File: src/rtl/shift_add_multiplier_ctrl.sv
// Shift-and-add sequencer for an unsigned 4x4 -> 8-bit multiply.
// Drives an external combinational adder and captures its sum/carry on ADD edges.
module shift_add_multiplier_ctrl (
  input  logic       clock,
  input  logic       clear,
  input  logic       start,
  input  logic [3:0] mcand,
  input  logic [3:0] mplier,
  input  logic [3:0] add_sum,
  input  logic       add_cout,
  output logic [3:0] add_a,
  output logic [3:0] add_b,
  output logic       add_cin,
  output logic [7:0] product,
  output logic       busy,
  output logic       done
);

  localparam int unsigned OP_W  = 4;
  localparam int unsigned CNT_W = 2;

  typedef enum logic [1:0] {
    IDLE  = 2'd0,
    ADD   = 2'd1,
    SHIFT = 2'd2
  } state_t;

  state_t            state;
  logic [OP_W-1:0]   m_reg;
  logic [OP_W-1:0]   a_reg;
  logic [OP_W-1:0]   q_reg;
  logic              c_reg;
  logic [CNT_W-1:0]  cnt;

  // Operands come straight from registers in every state.
  assign add_a   = a_reg;
  assign add_b   = m_reg;
  assign add_cin = 1'b0;
  assign busy    = (state != IDLE);

  // Sequencer, datapath registers and result capture.
  always_ff @(posedge clock) begin
    if (clear) begin
      state   <= IDLE;
      m_reg   <= '0;
      a_reg   <= '0;
      q_reg   <= '0;
      c_reg   <= 1'b0;
      cnt     <= '0;
      product <= '0;
      done    <= 1'b0;
    end else begin
      done <= 1'b0;
      case (state)
        IDLE: begin
          if (start) begin
            m_reg <= mcand;
            q_reg <= mplier;
            a_reg <= '0;
            c_reg <= 1'b0;
            cnt   <= '0;
            state <= ADD;
          end
        end
        ADD: begin
          if (q_reg[0]) begin
            c_reg <= add_cout;
            a_reg <= add_sum;
          end else begin
            c_reg <= 1'b0;
          end
          state <= SHIFT;
        end
        SHIFT: begin
          // {C,A,Q} shifts right one place; C refills with zero.
          a_reg <= {c_reg, a_reg[OP_W-1:1]};
          q_reg <= {a_reg[0], q_reg[OP_W-1:1]};
          c_reg <= 1'b0;
          if (cnt == CNT_W'(3)) begin
            product <= {c_reg, a_reg, q_reg[OP_W-1:1]};
            done    <= 1'b1;
            state   <= IDLE;
          end else begin
            cnt   <= cnt + CNT_W'(1);
            state <= ADD;
          end
        end
        default: state <= IDLE;
      endcase
    end
  end

endmodule
File: config.mk
export PLATFORM = sky130hd
export DESIGN_NAME = shift_add_multiplier_ctrl
export DESIGN_NICKNAME = d
export VERILOG_FILES = /design/src/rtl/shift_add_multiplier_ctrl.sv
export SDC_FILE = /design/constraint.sdc
export NUM_CORES = 1
export LEC_CHECK = 0
export ABC_AREA = 1
export BUFFER_PORTS_ARGS = -buffer_cell sky130_fd_sc_hd__buf_2
export CAP_MARGIN = 20
export CORE_MARGIN = 2
export CORE_UTILIZATION = 45
export CTS_CLUSTER_SIZE = 10
export DETAILED_ROUTE_END_ITERATION = 10
export PLACE_DENSITY_LB_ADDON = 0.12
export REMOVE_ABC_BUFFERS = 1
export SKIP_LAST_GASP = 1
export SLEW_MARGIN = 25
export SYNTH_ARGS = -nofsm -noshare
export SYNTH_HDL_FRONTEND = slang
export SYNTH_SLANG_ARGS = --single-unit
File: constraint.sdc
create_clock -name clock -period 3.1 [get_ports clock]
set_input_delay 0.62 -clock clock [delete_from_list [all_inputs] [get_ports clock]]
set_output_delay 0.62 -clock clock [all_outputs]
set_load 0.005 [all_outputs]
==> results of run 1 <==
per-stage QoR:
step / total power, mW / cell area (um2) / util [%] / worst slack [ns] / hold WS [ns]
floorplan: 0.633 / 1170 / - / 1.68 / 0.435
CTS: 0.898 / 1420 / 56.6 / 1.10 / 0.455
finish: 0.888 / 1420 / 56.6 / 1.12 / 0.461
detailed placement: 0.727 / 1380 / 55.2 / 1.33 / 0.464
global placement: 0.718 / 1380 / 55.2 / 1.40 / 0.457
global route: 0.962 / 1420 / 56.6 / 1.01 / 0.452
cell families after synthesis:
| family | Yosys count |
|---|---|
| compound gates | 30 |
| fa+ha+maj | 6 |
| buf+inv | 25 |
| flops | 26 |
| other cells | 1 |
| simple gates | 77 |
synth_stat cells (2+ instances only):
master | instances | area share [%]
ha_1 | 6 | 6.3
nand3_1 | 10 | 4.2
buf_4 | 3 | 1.9
inv_1 | 18 | 5.6
o21ai_0 | 22 | 9.2
a21oi_1 | 7 | 2.9
nand2_1 | 32 | 10
inv_2 | 2 | 0.63
nand2_2 | 2 | 1.0
nor2_1 | 28 | 8.8
dfxtp_1 | 26 | 43
power breakdown:
part	internal [mW]	switching, mW	total [mW]
Combinational	0.111	0.194	0.305
Sequential	0.383	0.0294	0.412
Clock	0.0718	0.0994	0.171
Total	0.565	0.323	0.888
worst min-delay path by stage:
stage               cells after the start  startpoint    endpoint
floorplan                               2       c_reg  product[7]
global placement                        2      cnt[1]      cnt[1]
detailed placement                      2      cnt[1]      cnt[1]
CTS                                     2       clear    state[0]
global route                            2       clear    state[0]
finish                                  2       clear    state[0]
routing by layer:
layer  up-vias  global-route usage [%]  wire length, um
met2        20                    28.7             1180
met1       485                    22.3             1190
met5         -                       0                0
met3         5                    2.79               78
met4         0                    5.23               26
li1        586                       -                -
worst max-delay path, stage by stage, from the launching register on:
cell and delay, ns:
dfxtp_1 0.43, inv_1 0.08, ha_1 0.27, inv_2 0.13, buf_2 0.13
area by class of cell:
class                   count  area [um2]
repair buffers             34         173
multi-input cells         114         567
fillers                   237        1080
clock buffers               4        36.3
well taps                  30        37.5
inverters                  21        81.3
flip-flops and latches     26         520
==> impl_metrics.tcl, run 1 <==
set metrics [dict create \
    drc_errors 0 \
    regMostFlops "product" \
    post_drt_wl_per_cell_um 10.8 \
    start_kind "flop" \
    fin_cells 229 \
    avgSynthCellArea_um2 7.26 \
    p_per_area_mw_per_mm2 628 \
    cts_resized 0 \
    dp_hpwl_mm 1.95 \
    clkTransAtPathRegs_ns 0.14 \
    irDropWorstVdd_uv 437 \
    startpoint "state[0]" \
    gr-total-overflow 0 \
    required_ns 2.48 \
    maxSlewViolCount 0 \
    tns_ns 0 \
    ys_seq_elements 26 \
    rr_worst_depth 7 \
    vias_per_cell 4.79 \
    final_common_cell "buf_2" \
    rsz0062_at_grt "no" \
    synth_edf_count 0 \
    hold_class "input pin to flop" \
    r2r-end "q_reg[3]" \
    synthAdderAreaFrac_pct 6.26 \
    worstPathArrival_ns 1.36 \
    core_mm2 0.00250 \
    layout-drive-gt1-share_pct 23.6 \
    cts.sinks 26 \
    largest_reg_flops 8 \
    post_cts_buffers 0 \
    htree_levels 1 \
    clk_path_buf_depth 2 \
    initial_core_util_pct 47.9 \
    gp_congestion 0.776 \
    path_class "flop to primary output" \
    portBuffers 33 \
    synth_top_family_by_area "simple AND/OR/NAND/NOR gates" \
    post-route-period-util_pct 63.9 \
    clk_latency_ns 0.32 \
    drt_iter0_drc 27 \
    crit_fanout 5 \
    final_nets 222 \
    leakagePower_nw 0.700 \
    dp_cells 225 \
    hold_viol 0 \
    antenna_found_initial 0 \
    syn_to_final_growth_pct 18.1 \
    status "finished, final reports clean" \
    syn_area_mm2 0.00120 \
    r2r_start "state[0]" \
    ios 35 \
    synth_ff_type "dfxtp_1" \
    tritoncts "done" \
    fp.dieH_um 55.6 \
    via_count 1096 \
    rows 18 \
    root_buffer "clkbuf_4" \
    ant_nets 0 \
    grt_first_pass_wirelength_mm 4.30 \
    dieArea_mm2 0.00309 \
    synthMuxAreaShare_pct 0 \
    die_w_um 55.6 \
    grt_pass1_vias 1054 \
    setup_viol 0 \
    seq_area_frac_synth_pct 43.4 \
    fmax_ghz 0.505 \
    cts_buffers 3 \
    yosysWarnings 0 \
    r2r_slack_ns 1.56 \
    yosys.area_share.simple_pct 27.9 \
    grt.total_usage_pct 17.0 \
    end_kind "primary output" \
    min_period_ns 1.98 \
    wl_mm 2.48 \
    grt_max_degree 15 \
    hold_buffers 0 \
    worstSetupEndpoint "busy" \
    drt_pass1_iterations 4 \
    synth_cell_types 20 \
    final_cell_mix "buf_2 (33), nand2_1 (32), nor2_1 (28)" \
    ys_async_sr_fraction_pct 0 \
    max_cap_viol_count 0 \
    synth-compound-area-share_pct 12.8 \
    antenna_cells 0 \
    skew_ns 0.00738 \
    synth_xor_area_share_pct 0 \
    postSynthCellCount 165 \
]
(Power assumes the default switching activity.)
==> inputs of run 2 (changes only) <==
Settings changed: ABC_AREA 1 to 0.
Clock period 3.1 ns to 2 ns, I/O delays scaled along.
==> impl_metrics.tcl, run 2 <==
set metrics [dict create \
    grt_pass1_vias 945 \
    layout-drive-gt1-share_pct 22.5 \
    worstSetupEndpoint "busy" \
    cts_buffers 3 \
    dp_hpwl_mm 1.75 \
    critPathSlowestCell "ha_1" \
    rows 18 \
    grt_first_pass_wirelength_mm 4.09 \
    tritoncts "done" \
    start_kind "flop" \
    startpoint "state[1]" \
    tns_ns 0 \
    worstPathArrival_ns 1.43 \
    status "finished, final reports clean" \
    r2r-end "state[0]" \
    root_buffer "clkbuf_4" \
    post-route-period-util_pct 91.3 \
    end_kind "primary output" \
    gp_congestion 0.776 \
    cts.sinks 26 \
    via_count 1026 \
    synth_edf_count 0 \
    ys_async_sr_fraction_pct 0 \
    synth_ff_type "dfxtp_1" \
    drc_errors 0 \
    fmax_ghz 0.547 \
    wl_mm 2.37 \
    irDropWorstVdd_uv 527 \
    fp.dieH_um 55.6 \
    r2r_start "state[0]" \
    antenna_found_initial 0 \
    rr_worst_depth 5 \
    skew_ns 0.00334 \
    worstPathBufferInverterCount 3 \
    p_per_area_mw_per_mm2 766 \
    drt_iter0_drc 19 \
    yosys.area.top_type "dfxtp_1" \
    yosys-top-cells-count "nand2_1 (28), dfxtp_1 (26), a21oi_1 (15), mux2i_1 (9), nor2_1 (7)" \
    syn_to_final_growth_pct 17.5 \
    path_class "flop to primary output" \
    clk_path_buf_depth 2 \
    die_w_um 55.6 \
    hold_class "input pin to flop" \
    largest_reg_flops 8 \
    yosysWarnings 0 \
    synth_cell_types 27 \
    portBuffers 33 \
    hold_viol 0 \
    max_cap_viol_count 0 \
    post_cts_buffers 0 \
    grt_max_degree 29 \
    setup_viol 0 \
    max_stage_delay_ns 0.38 \
    final_cell_mix "buf_2 (33), nand2_1 (28), dfxtp_1 (26)" \
    rsz0062_at_grt "no" \
    maxSlewViolCount 0 \
    grt.total_usage_pct 16.4 \
    postSynthCellCount 140 \
    crit_fanout 11 \
    cpLargestDelayFamily "adder cells" \
    r2r_slack_ns 0.22 \
    synth.area.top_cells "dfxtp_1 (43%), nand2_1 (8.8%), mux2i_1 (7.5%)" \
    regMostFlops "product" \
    leakagePower_nw 0.618 \
    core_mm2 0.00250 \
    final_nets 192 \
    tightest_slew_ns 0.557 \
    ys_seq_elements 26 \
    dieArea_mm2 0.00309 \
    vias_per_cell 5.16 \
    required_ns 1.60 \
    antenna_cells 0 \
    seq_area_frac_synth_pct 43.4 \
    crit_chain "inv_1 > ha_1 > inv_1 > buf_2" \
    syn_area_mm2 0.00120 \
    yosysTopAreaCellShare_pct 43.4 \
    avgSynthCellArea_um2 8.56 \
    min_period_ns 1.83 \
    max_slew_margin_pct 62.9 \
    htree_levels 1 \
    yosysMostFrequentCell "nand2_1" \
    clkTransAtPathRegs_ns 0.14 \
    post_drt_wl_per_cell_um 11.9 \
    ios 35 \
    initial_core_util_pct 47.9 \
    final_common_cell "buf_2" \
    cts_resized 0 \
    p_total_mw 1.08 \
    path_depth 4 \
    drt_pass1_iterations 4 \
    clk_latency_ns 0.32 \
    ant_nets 0 \
    crit_top_cell "inv_1" \
    gr-total-overflow 0 \
    hold_buffers 0 \
]
## run 2: cell count changes after synthesis, sizes merged, moves of 3 or more
cell and change:
inv -16, a22o +4, nand2b +6, a211oi +4, nor2 -23, o21ai -20, nand3 -6, nor2b +3
nand2 -6, a21oi +8, mux2i +9
## run 2: stage by stage
stage | instance area (um2) | hold slack, ns | utilization, % | std cells | setup slack (ns)
after floorplan | 1150 | 0.436 | - | 132 | 0.447
after global placement | 1360 | 0.440 | 54.3 | 195 | 0.318
after detailed placement | 1360 | 0.446 | 54.3 | 195 | 0.252
after CTS | 1410 | 0.308 | 56.4 | 199 | 0.170
after global routing | 1410 | 0.288 | 56.4 | 199 | 0.0204
final | 1410 | 0.310 | 56.4 | 199 | 0.173
## run 2: final cells by class
cell class	count	area [um2]
fillers	240	1090
multi-input cells	101	614
flip-flops and latches	26	520
repair buffers	33	165
well taps	30	37.5
clock inverters	1	30.0
clock buffers	3	22.5
inverters	5	18.8
## run 2: worst min-delay path, delay by kind of cell
kind | cells | cell delay [ns]
buf+inv | 1 | 0.09
simple gates | 1 | 0.05
compound gates | 1 | 0.05
## run 2: kinds of logic after synthesis
group,Yosys count,share of synthesized area (%)
other,1,0.313
adders and majority gates,6,6.26
and+or+nand+nor,54,20.7
buffers and inverters,13,5.32
muxes,10,8.46
DFF,26,43.4
AOI/OAI and AO/OA,30,15.6
## run 2: per-layer routing
layer  GRT usage (%)  vias to the layer above  routed length, um
li1                -                      529                  -
met1            20.5                      472               1080
met2            28.1                       21               1170
met3            3.49                        4                100
met4            5.23                        0                 20
met5               0                        -                  0
## run 2: report_power, final
part | switching (mW) | leakage, nW | internal (mW)
clock network | 0.156 | 0.0279 | 0.203
registers | 0.0180 | 0.211 | 0.542
logic | 0.0891 | 0.379 | 0.0726
## run 2: how the worst min path moves through the flow
stage / startpoint / to / slack [ns] / depth (start not counted)
floorplan: c_reg / product[7] / 0.44 / 2
global placement: add_b[2] / add_b[2] / 0.44 / 2
detailed placement: product[5] / product[5] / 0.45 / 2
CTS: mcand[1] / add_b[1] / 0.31 / 3
global route: mcand[0] / add_b[0] / 0.29 / 3
finish: mcand[1] / add_b[1] / 0.31 / 3
==> inputs of run 3 (changes only) <==
Settings changed: PLACE_DENSITY set to 0.71, PLACE_DENSITY_LB_ADDON 0.12 to not set.
==> impl_metrics.tcl, run 3 (synthesis results as in run 2) <==
set metrics [dict create \
    post-route-util_pct 56.7 \
    skew_ns 0.00172 \
    gr-total-overflow 0 \
    p_per_area_mw_per_mm2 765 \
    syn_to_final_growth_pct 18.2 \
    htree_levels 1 \
    setup_viol 0 \
    initial_core_util_pct 47.9 \
    grt_max_degree 29 \
    ios 35 \
    post-route-period-util_pct 91.0 \
    grt.total_usage_pct 16.4 \
    start_kind "flop" \
    cts.sinks 26 \
    portBuffers 33 \
    final_common_cell "buf_2" \
    p_int_mw 0.819 \
    antenna_found_initial 0 \
    power_frac_seq_pct 51.9 \
    ant_nets 0 \
    root_buffer "clkbuf_4" \
    hold_viol 0 \
    crit_fanout 11 \
    post_drt_wl_per_cell_um 12.5 \
    switchingPower_mw 0.264 \
    gp_congestion 0.783 \
    grt_util_met1_pct 18.3 \
    clkPwrFrac_pct 32.8 \
    grt_pass1_vias 979 \
    drt_pass1_iterations 4 \
    vias_per_cell 5.25 \
    via_count 1049 \
    core_mm2 0.00250 \
    end_kind "primary output" \
    leakagePower_nw 0.623 \
    final_nets 193 \
    clkTransAtPathRegs_ns 0.14 \
    drt_iter0_drc 12 \
    regMostFlops "product" \
    path_class "flop to primary output" \
    worstPathArrival_ns 1.42 \
    fillCellCount 242 \
    cts_buffers 3 \
    maxSlewViolCount 0 \
    hold_buffers 0 \
    required_ns 1.60 \
    fmax_ghz 0.549 \
    min_period_ns 1.82 \
    tns_ns 0 \
    post_cts_buffers 0 \
    tritoncts "done" \
    irDropWorstVdd_uv 412 \
    rows 18 \
    dp_hpwl_mm 1.86 \
    status "finished, final reports clean" \
    layout-drive-gt1-share_pct 22.9 \
    antenna_cells 0 \
    grt_use_met2_pct 30.4 \
    pwr-share-comb_pct 15.4 \
    cts_resized 0 \
    grt-busiest-layer "met2" \
    dieArea_mm2 0.00309 \
    grt_use_met3_pct 3.26 \
    clk_latency_ns 0.31 \
    switching_share_pct 24.4 \
    drc_errors 0 \
    die_w_um 55.6 \
    hold_class "input pin to flop" \
    clk_path_buf_depth 2 \
    largest_reg_flops 8 \
    wl_mm 2.49 \
    grt_first_pass_wirelength_mm 4.15 \
    max_cap_viol_count 0 \
    whs_ns 0.318 \
    fp.dieH_um 55.6 \
    final_cell_mix "buf_2 (33), nand2_1 (28), dfxtp_1 (26)" \
    rsz0062_at_grt "no" \
]
-- run 3: cell count changes in the layout (fill, tap and decap cells not counted), sizes merged --
cell,change
buf,+1
-- run 3: worst max-delay path, stage by stage (launching register included) --
cell     delay [ns]
dfxtp_1        0.44
inv_1          0.11
ha_1           0.33
inv_1          0.11
buf_2          0.11
-- run 3: final cells by class --
class,instances,area (um2),share of cell area [%]
clock buffer,3,22.5,1.59
clock inverter,1,30.0,2.12
inverter,5,18.8,1.33
multi-input combinational,101,614,43.4
sequential,26,520,36.7
tap,30,37.5,2.65
timing repair buffer,34,173,12.2
-- run 3: final timing paths --
kind	start	endpoint	slack [ns]	cells past startpoint
min reg2reg	add_b[3]	add_b[3]	0.46	2
max	state[0]	busy	0.18	4
max reg2reg	state[0]	add_a[2]	0.27	5
min	mcand[1]	add_b[1]	0.32	3
-- run 3: per-stage QoR --
stage,power (mW),cell area (um2),std cells,setup WS [ns]
4_1_cts,1.09,1420,200,0.167
3_3_place_gp,0.730,1360,196,0.409
3_5_place_dp,0.738,1360,196,0.316
5_1_grt,1.14,1420,200,0.0415
6_report,1.08,1420,200,0.179
2_1_floorplan,0.675,1150,132,0.447
-- run 3: power by group through the flow --
stage / sequential [mW] / clock, mW / combinational [mW]
floorplan: 0.568 / 0 / 0.107
global placement: 0.570 / 0 / 0.161
finish: 0.562 / 0.355 / 0.166
CTS: 0.561 / 0.361 / 0.168
global route: 0.566 / 0.385 / 0.185
detailed placement: 0.573 / 0 / 0.165
-- run 3: metal layers --
metal,routed length (um),share of wire (%),vias to the layer above
met2,1280,51,27
met5,0,0,-
li1,-,-,530
met4,45,1.8,0
met3,99,4.0,6
met1,1070,43,486
